<file path="src/rtl/noc_local_ni.sv">
// rtl/noc_local_ni.sv - local network interface between a core and a router L port
// TX packs core requests into credit-controlled flits; RX buffers ejected flits and returns credits.
module noc_local_ni #(
  parameter int XCOORD     = 0,
  parameter int YCOORD     = 0,
  parameter int TX_CREDITS = 4,
  parameter int RX_DEPTH   = 4
) (
  input  logic                              clk,
  input  logic                              rst,
  input  logic                              tx_valid,
  output logic                              tx_ready,
  input  logic [3:0]                        tx_dest_x,
  input  logic [3:0]                        tx_dest_y,
  input  logic [7:0]                        tx_payload,
  output logic [15:0]                       net_tx_data,
  output logic                              net_tx_enable,
  input  logic                              net_tx_credit,
  input  logic [15:0]                       net_rx_data,
  input  logic                              net_rx_enable,
  output logic                              net_rx_credit,
  output logic                              rx_valid,
  input  logic                              rx_ready,
  output logic [7:0]                        rx_payload,
  output logic [7:0]                        rx_dest,
  output logic [$clog2(TX_CREDITS+1)-1:0]   credit_count,
  output logic                              err_credit,
  output logic                              err_rx_ovf
);

  localparam int CW = $clog2(TX_CREDITS + 1);
  localparam int AW = $clog2(RX_DEPTH);
  localparam logic [CW-1:0] CREDIT_MAX = CW'(TX_CREDITS);
  localparam logic [AW:0]   RX_FULL    = (AW + 1)'(RX_DEPTH);

  // Coordinates only label the attached router; reject values that cannot fit a flit nibble.
  if (XCOORD < 0 || XCOORD > 15 || YCOORD < 0 || YCOORD > 15) begin : g_bad_coord
    $error("noc_local_ni: XCOORD/YCOORD must fit in 4 bits");
  end
  if (RX_DEPTH < 2 || (RX_DEPTH & (RX_DEPTH - 1)) != 0 || TX_CREDITS < 1) begin : g_bad_depth
    $error("noc_local_ni: RX_DEPTH must be a power of 2 >= 2 and TX_CREDITS >= 1");
  end

  logic [CW-1:0] credit_q, credit_d;
  logic          err_credit_q, err_credit_d;
  logic          net_tx_enable_q;
  logic [15:0]   net_tx_data_q;
  logic          tx_accept;

  assign tx_ready  = (credit_q != '0);
  assign tx_accept = tx_valid & tx_ready;

  always_comb begin
    credit_d     = credit_q;
    err_credit_d = err_credit_q;
    case ({tx_accept, net_tx_credit})
      2'b10:   credit_d = credit_q - CW'(1);
      2'b01: begin
        if (credit_q == CREDIT_MAX) err_credit_d = 1'b1;
        else                        credit_d     = credit_q + CW'(1);
      end
      default: ;
    endcase
  end

  always_ff @(posedge clk) begin
    if (rst) begin
      credit_q        <= CREDIT_MAX;
      err_credit_q    <= 1'b0;
      net_tx_enable_q <= 1'b0;
      net_tx_data_q   <= '0;
    end else begin
      credit_q        <= credit_d;
      err_credit_q    <= err_credit_d;
      net_tx_enable_q <= tx_accept;
      if (tx_accept) net_tx_data_q <= {tx_payload, tx_dest_x, tx_dest_y};
    end
  end

  logic [15:0]   mem_q [RX_DEPTH];
  logic [AW-1:0] wptr_q, rptr_q;
  logic [AW:0]   count_q, count_d;
  logic          rx_full, rx_pop, rx_wr;
  logic          net_rx_credit_q, err_rx_ovf_q;
  logic [15:0]   rx_head;

  assign rx_valid = (count_q != '0);
  assign rx_full  = (count_q == RX_FULL);
  assign rx_pop   = rx_valid & rx_ready;
  // A pop in the same cycle frees the slot a full-FIFO write needs.
  assign rx_wr    = net_rx_enable & (~rx_full | rx_pop);
  assign rx_head  = rx_valid ? mem_q[rptr_q] : '0;

  always_comb begin
    count_d = count_q;
    case ({rx_wr, rx_pop})
      2'b10:   count_d = count_q + (AW + 1)'(1);
      2'b01:   count_d = count_q - (AW + 1)'(1);
      default: ;
    endcase
  end

  always_ff @(posedge clk) begin
    if (rst) begin
      wptr_q          <= '0;
      rptr_q          <= '0;
      count_q         <= '0;
      net_rx_credit_q <= 1'b0;
      err_rx_ovf_q    <= 1'b0;
    end else begin
      count_q         <= count_d;
      net_rx_credit_q <= rx_pop;
      if (rx_wr)  wptr_q <= wptr_q + AW'(1);
      if (rx_pop) rptr_q <= rptr_q + AW'(1);
      if (net_rx_enable && !rx_wr) err_rx_ovf_q <= 1'b1;
    end
  end

  always_ff @(posedge clk) begin
    if (rx_wr) mem_q[wptr_q] <= net_rx_data;
  end

  assign net_tx_enable = net_tx_enable_q;
  assign net_tx_data   = net_tx_data_q;
  assign net_rx_credit = net_rx_credit_q;
  assign rx_payload    = rx_head[15:8];
  assign rx_dest       = rx_head[7:0];
  assign credit_count  = credit_q;
  assign err_credit    = err_credit_q;
  assign err_rx_ovf    = err_rx_ovf_q;

endmodule
</file>
<file path="config.mk">
export PLATFORM = sky130hd
export DESIGN_NAME = noc_local_ni
export DESIGN_NICKNAME = d
export VERILOG_FILES = /design/src/rtl/noc_local_ni.sv
export SDC_FILE = /design/constraint.sdc
export NUM_CORES = 1
export LEC_CHECK = 0
export CORE_MARGIN = 4
export CORE_UTILIZATION = 35
export CTS_BUF_LIST = sky130_fd_sc_hd__clkbuf_4 sky130_fd_sc_hd__clkbuf_8 sky130_fd_sc_hd__clkbuf_16
export CTS_CLUSTER_SIZE = 24
export DETAILED_ROUTE_END_ITERATION = 10
export GPL_ROUTABILITY_DRIVEN = 0
export GPL_TIMING_DRIVEN = 0
export PLACE_DENSITY = 0.68
export REMOVE_ABC_BUFFERS = 1
export SYNTH_ARGS = -nofsm -noshare
export SYNTH_HDL_FRONTEND = slang
export SYNTH_SLANG_ARGS = --single-unit
export TNS_END_PERCENT = 5
</file>
<file path="constraint.sdc">
create_clock -name clk -period 2.9 [get_ports clk]
set_clock_uncertainty 0.1 [all_clocks]
set_input_delay 0.58 -clock clk [delete_from_list [all_inputs] [get_ports clk]]
set_output_delay 0.58 -clock clk [all_outputs]
set_load 0.005 [all_outputs]
</file>
=== After elaboration in Yosys (flattened, before gate mapping) ===
Memories as Yosys holds them, arrays and structs flattened. A register that Yosys moved wholly into a read port is not among the register bits.
Cells that the tools add are included.

* Flip-flop bits (word level): 30
* Bits in writable memories: 64
* Input port bits: 38
* Output and inout port bits: 41
* Word-level logic and storage cells: 44
* Memories: 1

{| class="wikitable"
|+ Memory list
! name !! depth !! width !! read ports !! clocked after Yosys merged registers in !! wr ports !! line !! source
|-
| mem_q || 4 || 16 || 1 || 1 || 1 || 80 || <nowiki>logic [15:0] mem_q [RX_DEPTH];</nowiki>
|}

* $add $sub $neg: 6
* Equality and inequality tests: 7
* Multiplexer cells: 8
* Bitwise operators: 5
* Reductions and logical operators: 8

{| class="wikitable"
|+ Operator list
! cell !! number
|-
| two-way mux 16 bit || 1
|-
| case mux 3 bit (2 select lines) || 2
|-
| adder 3 x 1 -> 3 bit (second input constant) || 2
|-
| == test 3 bit (second input constant) || 2
|-
| nonzero test 3 bit || 2
|-
| subtractor 3 x 1 -> 3 bit (second input constant) || 2
|-
| adder 2 x 1 -> 2 bit (second input constant) || 2
|-
| == test 2 x 1 -> 1 bit (second input constant) || 2
|-
| == test 2 bit (second input constant) || 2
|-
| two-way mux 2 bit || 2
|-
| AND reduction 2 bit || 2
|-
| nonzero test 2 bit || 2
|-
| AND 1 bit || 3
|-
| two-way mux 3 bit || 1
|-
| two-way mux 1 bit || 2
|-
| inequality test 2 bit (second input constant) || 1
|-
| logical AND 1 bit || 1
|-
| zero test 1 bit || 1
|-
| NOT 1 bit || 1
|-
| bitwise OR 1 bit || 1
|}

=== Longest topological paths before layout ===
Gate-level depths: netlist of run 1.

* Depth after elaboration: 6
* Depth in mapped cells: 9

=== Worst setup path after synthesis of run 1 ===
Ideal clock, no wire load.

* Kind: input -> register
* From: in tx_valid
* To: reg credit_q[2] (netlist: credit_count[2])
* Setup time: 0.079 ns
* Data arrival time: 1.981 ns
* Required time: 2.721 ns
* Slack: 0.740 ns
* Stages: 7
* Cell sequence: buf_2 -> o31ai_4 -> buf_6 -> nand2_1 -> fa_1 -> o32a_1 -> o211ai_1

* Word-level cells in the longest chain between the ends: 4
* Elaborated cells between the ends (all ways): 7
* Those cells by class: eq/ne (3); mux (1); bitwise (1); reduce/logical (2)

{| class="wikitable"
|+ Ends and longest elaborated chain
! item !! line !! source
|-
| from (decl) || 11 || <nowiki>input logic tx_valid,</nowiki>
|-
| AND 1 bit (*) || 51 || <nowiki>assign tx_accept = tx_valid & tx_ready;</nowiki>
|-
| == test 2 x 1 -> 1 bit / == test 2 bit (equally long branches) || 56 || <nowiki>case ({tx_accept, net_tx_credit})</nowiki>
|-
| inequality test 2 bit (no line) / nonzero test 2 bit (equally long branches) || -- ||
|-
| AND reduction 2 bit (no line) || -- ||
|-
| to (signal assigned) || 73 || <nowiki>credit_q <= credit_d;</nowiki>
|-
| to (decl) || 44 || <nowiki>logic [CW-1:0] credit_q, credit_d;</nowiki>
|}

Mark *: on every way between the ends. The rest lies on a longest branch, timed or not.
A chain may end at the register's enable or synchronous reset.

==> metrics.md, run 1 <==
| Metric | Value |
|---|---|
| Outcome | complete, no violations |
| Hold-fix buffer count after cts | 0 |
| Syn avg cell area | 14.17 um2 |
| Slew @ Worst Pin | between 1 and 1.5 ns |
| I/O Buffers | 78 |
| #FFs+latches synth | 96 |
| Min-delay worst type | register to register |
| CP peak stage delay | 0.55 ns |
| CP Max Fanout | 16 |
| Worst Path Arrival | between 2 and 2.5 ns |
| Clk_lat worst skew | ~0.33 ns |
| Fin crit share | around 94% |
| Fmax achieved | 0.3682 GHz |
| Final Max Tran Viols | 0 |
| Mapped Cells | about 280 |
| Reg-to-Reg End | credit_count[2] |
| Largest buffer count on any clock path | 2 |
| CP top delay family | flip-flops |
| Filler Cells Inserted | between 900 and 1000 |
| Power density over the cells | 673.3 mW/mm2 |
| Number of global-route vias before repair | around 2500 |
| I/O pins | 79 |
| Internal power | approximately 2.5 mW |
| Top cells by area, synth | edfxtp_1, dfxtp_1, mux4_2 |
| Horiz. Die Dim | about 110 um |
| Post-synth top flop | edfxtp_1 |
| DRT Pass-1 Iters | 4 |
| Die H | approximately 110 um |
| CTS tree | done |
| Hold Slack | ~0.36 ns |
| Post-DP HPWL | between 4000 and 5000 um |
| WP buf/inv | 1 |
| Final instance count without filler cells | about 500 |
| Placement Rows | 38 |
| Total number of vias | 2402 |
| First-pass GRT wire length | 12670 um |
| RSZ-0062 raised after global routing | no |
| Reg-to-Reg Start | credit_count[0] |
| Drt drc | 0 |
| Share of post-route cells with drive strength above 1 | 12.43% |
| Hold EP | net_tx_data[7] |
| Synthesized area | ~0.004 mm2 |
| Top cell type's share of synthesized area | ~50% |
| Psw | a little under 0.9 mW |
| R2R Setup Slk | between 0.5 and 0.6 ns |
| Post-synth ARST share | 0% |
| Post-synthesis sequential area ratio | between 60% and 70% |
| Relative slew slack | 22.43% |
| Min-delay src | net_tx_data[7] |
| Antenna-violating nets left | 0 |
| Register area | around 0.0026 mm2 |
| Design Area, Final | between 0.005 and 0.006 mm2 |
| Seq pwr share | ~49% |
| Clk root buf | clkbuf_16 |
| Leak | 1.685 nW |
| Critical-path cell list | mux4_2, nor2b_1, clkdlybuf4s50_1 |
| Yosys Warn Count | 0 |
| Dpl cell area | 0.004763 mm2 |
| Largest net degree at the start of global routing | 33 |
| Clk sinks | 96 |
| Slowest stage cell on the critical path | dfxtp_4 |
| Placed cells | ~480 |
| Final hold violation count | 0 |
| CTS Buf Count | 9 |
| Unique masters post-synth | between 40 and 50 |
| Syn-to-layout area delta | 28.77% |
| Critical Path Start Type | register |
| Initial Util | ~36% |
| Setup CP Type | register to output pin |
| H-tree level count | 3 |
| Clock Pin Slew Worst Setup and Hold Paths | 0.07 ns |
| Max-Cap Viols | 0 |
| Post-Route WL | about 7700 um |
| Overflow after GRT | 0 |
| Clk pwr share | between 30% and 40% |
| Multi-input gate area | between 0.001 and 0.0015 mm2 |
| Post-synth top cells | edfxtp_1, nand2_1, dfxtp_1 |
| Core area | about 0.011 mm2 |
| Hold path cells | 2 |
| Total global-route track usage | 12.48% |
| CP endpoint kind | output pin |
| Initial antenna violation count | 0 |
| Final worst setup slack | 0.1841 ns |
| Clock period minus worst slack | around 2.7 ns |
| Max VDD drop | around 0.4 mV |
| Average wire per standard cell | 15.59 um |
| Fin nets | between 300 and 400 |
| Sw Share | 25.48% |
| Drt via density | 4.862 |
| Antenna fix cells | 0 |
| Initial drt markers | approximately 140 |
| Tot Pwr | around 3.4 mW |
| Reg2reg path depth | 5 |
| Top-count cell post-synth | edfxtp_1 |
| Combinational Power Share | 18.8% |
| Synth area leader | edfxtp_1 |
| # setup viols final | 0 |
| Dpl ws | -0.1454 ns |
| Post-synth EDFFs | 64 |
| WP data required | between 2 and 2.5 ns |
| Die ar. | around 0.013 mm2 |
-- how the worst max path moves through the flow --
stage               start             to  slack (ns)  cells past startpoint
2_1_floorplan    register     rx_dest[0]        0.64                      2
3_3_place_gp     register  rx_payload[4]       -0.16                      3
3_5_place_dp     register     rx_dest[5]       -0.15                      3
4_1_cts        count_q[0]  rx_payload[4]        0.04                      3
5_1_grt          register  rx_payload[4]        0.06                      3
6_report         register     rx_dest[5]        0.18                      3
-- cell families (layout without fill, tap and decap cells) --
group / after synthesis / in the layout / share of synthesized area [%]
simple gates: 84 / 84 / 10.70
compound gates: 41 / 41 / 7.177
xor+xnor: 6 / 6 / 1.334
mux: 16 / 16 / 9.146
flops: 96 / 96 / 65.04
fa+ha+maj: 6 / 6 / 2.287
buf+inv: 29 / 105 / 4.318
-- worst min-delay path, cell delays in order, from the launching register on --
cell and delay, ns:
dfxtp_1 0.31, nand2_1 0.05, a21oi_1 0.05
-- power by group through the flow --
stage	registers [mW]	logic (mW)	clock network, mW
CTS	1.67	0.634	1.14
global route	1.68	0.713	1.20
detailed placement	1.69	0.632	0
finish	1.66	0.643	1.11
floorplan	1.67	0.308	0
global placement	1.69	0.623	0
-- cells in the final DEF, fill, tap and decap left out, types with 2 or more instances in the layout --
cell type	n
clkinvlp_4	2
dfxtp_1	30
edfxtp_1	64
and3_1	4
a21oi_1	19
o31ai_1	2
o2111ai_1	4
ha_1	4
inv_6	2
inv_1	9
fa_1	2
nor2b_1	16
nand2_1	35
a31oi_1	2
mux4_2	16
nor2_1	12
xor2_1	5
o21ai_0	2
o211ai_1	2
nand2b_1	2
nand3_1	7
clkbuf_16	9
clkdlybuf4s50_1	78
or2_2	2
-- area by class of cell --
type / count / area share, %
well taps: 140 / 3.453
inverters: 10 / 0.7398
repair buffers: 79 / 15.78
clock buffers: 10 / 4.587
flip-flops and latches: 96 / 50.60
multi-input cells: 153 / 23.80
clock inverters: 6 / 1.036
-- stage by stage --
step / setup TNS, ns / util (%)
after floorplan: 0 / -
after global placement: -2.173 / 43.56
after detailed placement: -2.015 / 43.56
after CTS: 0 / 46.21
after global routing: 0 / 46.40
final: 0 / 46.40
-- sequential cells by signal (all words and copies together), names as in the netlist, named ones only --
name and cells:
err_credit 1, count_q 3, mem_q 64, net_tx_data 16, wptr_q 2, rptr_q 2
net_rx_credit 1, net_tx_enable 1, credit_count 3, err_rx_ovf 1
-- layer usage --
metal	vias up	share of wire (%)	GRT usage, %
li1	1158	-	-
met3	9	9.7	6.290
met2	84	47	19.44
met5	-	0	0
met4	0	1.1	3.325
met1	1151	42	15.45
-- repair_timing --
action / in CTS / in global routing
buffers inserted: 0 / 1
setup endpoints to repair: 16 / 10
pin swaps: 0 / 1
gates resized for setup: 3 / 0
No activity file was read; power rests on OpenSTA's default activity.
==> inputs of run 2 (changes only) <==
Settings changed: SKIP_CTS_REPAIR_TIMING from default to 1.
==> results of run 2 <==
The final DEF is identical to that of run 1; final timing and power are the same.
==> inputs of run 3 (changes only) <==
Settings changed: DONT_BUFFER_PORTS from default to 1, PLACE_DENSITY 0.68 to 0.59, SLEW_MARGIN from default to 20.
==> run 3 against run 2 <==
Clock-buffer cell count down 1. Critical path depth decreased by 1. Die area is the same. Hold slack worse by 0.15 ns.
==> metrics.md, run 3 (synthesis gave the netlist of run 1 again) <==
| Metric | Value |
|---|---|
| Outcome | complete, no violations |
| Critical Path Start Type | register |
| Design Area, Final | 0.004295 mm2 (-15%) |
| Min-delay worst type | primary input to register |
| Leak | 1.398 nW (-17%) |
| Final hold violation count | 0 (unchanged) |
| Finished Core Util | 39.28% (-7.1 points) |
| Initial Util | 36.03% (unchanged) |
| R2R Setup Slk | 0.48 ns (-0.04 ns) |
| Clk sinks | 96 (unchanged) |
| Max FFs per register | 64 (unchanged) |
| RSZ-0062 raised after global routing | no |
| H-tree level count | 3 (unchanged) |
| Worst Path Arrival | 1.82 ns (-0.22 ns) |
| Total global-route track usage | 11.16% (-1.3 points) |
| Largest buffer count on any clock path | 2 (unchanged) |
| Core area | 0.01094 mm2 (unchanged) |
| Crit path to | rx_dest[3] |
| Post-Route WL | 7138 um (-7.3%) |
| Drt drc | 0 (unchanged) |
| WP data required | 2.22 ns (about the same) |
| Drt via density | 5.137 (+5.7%) |
| Average wire per standard cell | 17.20 um (+10%) |
| Setup CP Type | register to output pin |
| DRT Pass-1 Iters | 4 (unchanged) |
| Top reg by flops | mem_q |
| Antenna-violating nets left | 0 (unchanged) |
| Max-Cap Viols | 0 (unchanged) |
| CP Max Fanout | 16 (unchanged) |
| Horiz. Die Dim | 114.1 um (unchanged) |
| Clock Pin Slew Worst Setup and Hold Paths | 0.07 ns (about the same) |
| Initial antenna violation count | 0 (unchanged) |
| Largest net degree at the start of global routing | 33 (unchanged) |
| Max VDD drop | 0.3298 mV (-17%) |
| Dpl cell area | 0.003984 mm2 (-16%) |
| Reg2reg path depth | 7 (+2) |
| Total negative slack | 0 ns (unchanged) |
| Clock period minus worst slack | 2.497 ns (-0.2185 ns) |
| Fin nets | 314 (-20%) |
| # setup viols final | 0 (unchanged) |
| CTS tree | done |
| Commonest non-fill, non-tap cell in the layout | edfxtp_1 |
| Reg-to-Reg Start | count_q[0] |
| Clk_lat worst skew | 0.34 ns (about the same) |
| Tot Pwr | 3.247 mW (-4.9%) |
| Die ar. | 0.01302 mm2 (unchanged) |
| Placement Rows | 38 (unchanged) |
| Share of post-route cells with drive strength above 1 | 15.27% (+2.8 points) |
| Post-DP HPWL | 4683 um (-6.3%) |
| Fin crit share | 86.12% (-7.5 points) |
| Final Max Tran Viols | 0 (unchanged) |
| Power density over the cells | 756.0 mW/mm2 (+12%) |
| Die H | 114.1 um (unchanged) |
| Antenna fix cells | 0 (unchanged) |
| Fmax achieved | 0.4004 GHz (+8.7%) |
| Syn-to-layout area delta | 9.019% |
| Reg-to-Reg End | count_q[1] |
| CP endpoint kind | output pin |
| I/O Buffers | 0 (-100%) |
| CTS Buf Count | 9 (unchanged) |
| Most frequent cells in the layout | edfxtp_1, nand2_1, dfxtp_1, a21oi_1 |
| Total number of vias | 2132 (-11%) |
| Number of global-route vias before repair | 2099 (-17%) |
| Clk root buf | clkbuf_16 |
| Relative slew slack | 38.43% (+16 points) |
| I/O pins | 79 (unchanged) |
| Overflow after GRT | 0 (unchanged) |
| First-pass GRT wire length | 10980 um (-13%) |
| Initial drt markers | 58 (-57%) |
| Slew @ Worst Pin | 0.9235 ns (-0.2364 ns) |
-- run 3: power breakdown --
part | leakage [nW] | switching [mW] | internal [mW]
registers | 0.851 | 0.116 | 1.56
clock network | 0.150 | 0.516 | 0.688
logic | 0.397 | 0.190 | 0.182
total | 1.40 | 0.823 | 2.42
-- run 3: worst max-delay path, cell delays in order (launching register included) --
cell	delay [ns]
dfxtp_2	0.73
mux4_2	0.59
nor2b_1	0.16
-- run 3: routing by layer --
layer | GRT usage, % | up-vias | share of wire [%]
met2 | 17.68 | 92 | 47
met4 | 2.613 | 0 | 0.56
met3 | 7.082 | 5 | 12
met1 | 12.76 | 1032 | 40
li1 | - | 1003 | -
met5 | 0 | - | 0
-- run 3: layout make-up --
class / instances / area, um2
Fill cell: 1042 / 6640
Clock inverter: 7 / 86.33
Sequential cell: 96 / 2564
Clock buffer: 9 / 225.2
Tap cell: 140 / 175.2
Multi-Input combinational cell: 153 / 1207
Inverter: 10 / 37.54
-- run 3: how the worst min path moves through the flow --
stage                   startpoint               to  slack, ns  cells past startpoint
global route                   rst  net_tx_data[12]       0.18                      1
detailed placement  net_tx_data[4]   net_tx_data[4]       0.37                      2
CTS                            rst  net_tx_data[12]       0.19                      1
floorplan           net_tx_data[0]   net_tx_data[0]       0.35                      2
finish                         rst       err_rx_ovf       0.21                      1
global placement    net_tx_data[5]   net_tx_data[5]       0.36                      2
-- run 3: stage by stage --
| stage | cells | hold slack, ns | setup slack, ns |
|---|---|---|---|
| after floorplan | 259 | 0.3467 | 0.6353 |
| after global placement | 399 | 0.3611 | 0.2643 |
| after detailed placement | 399 | 0.3660 | 0.3710 |
| after CTS | 415 | 0.1852 | 0.3186 |
| after global routing | 415 | 0.1817 | 0.1942 |
| final | 415 | 0.2084 | 0.4026 |
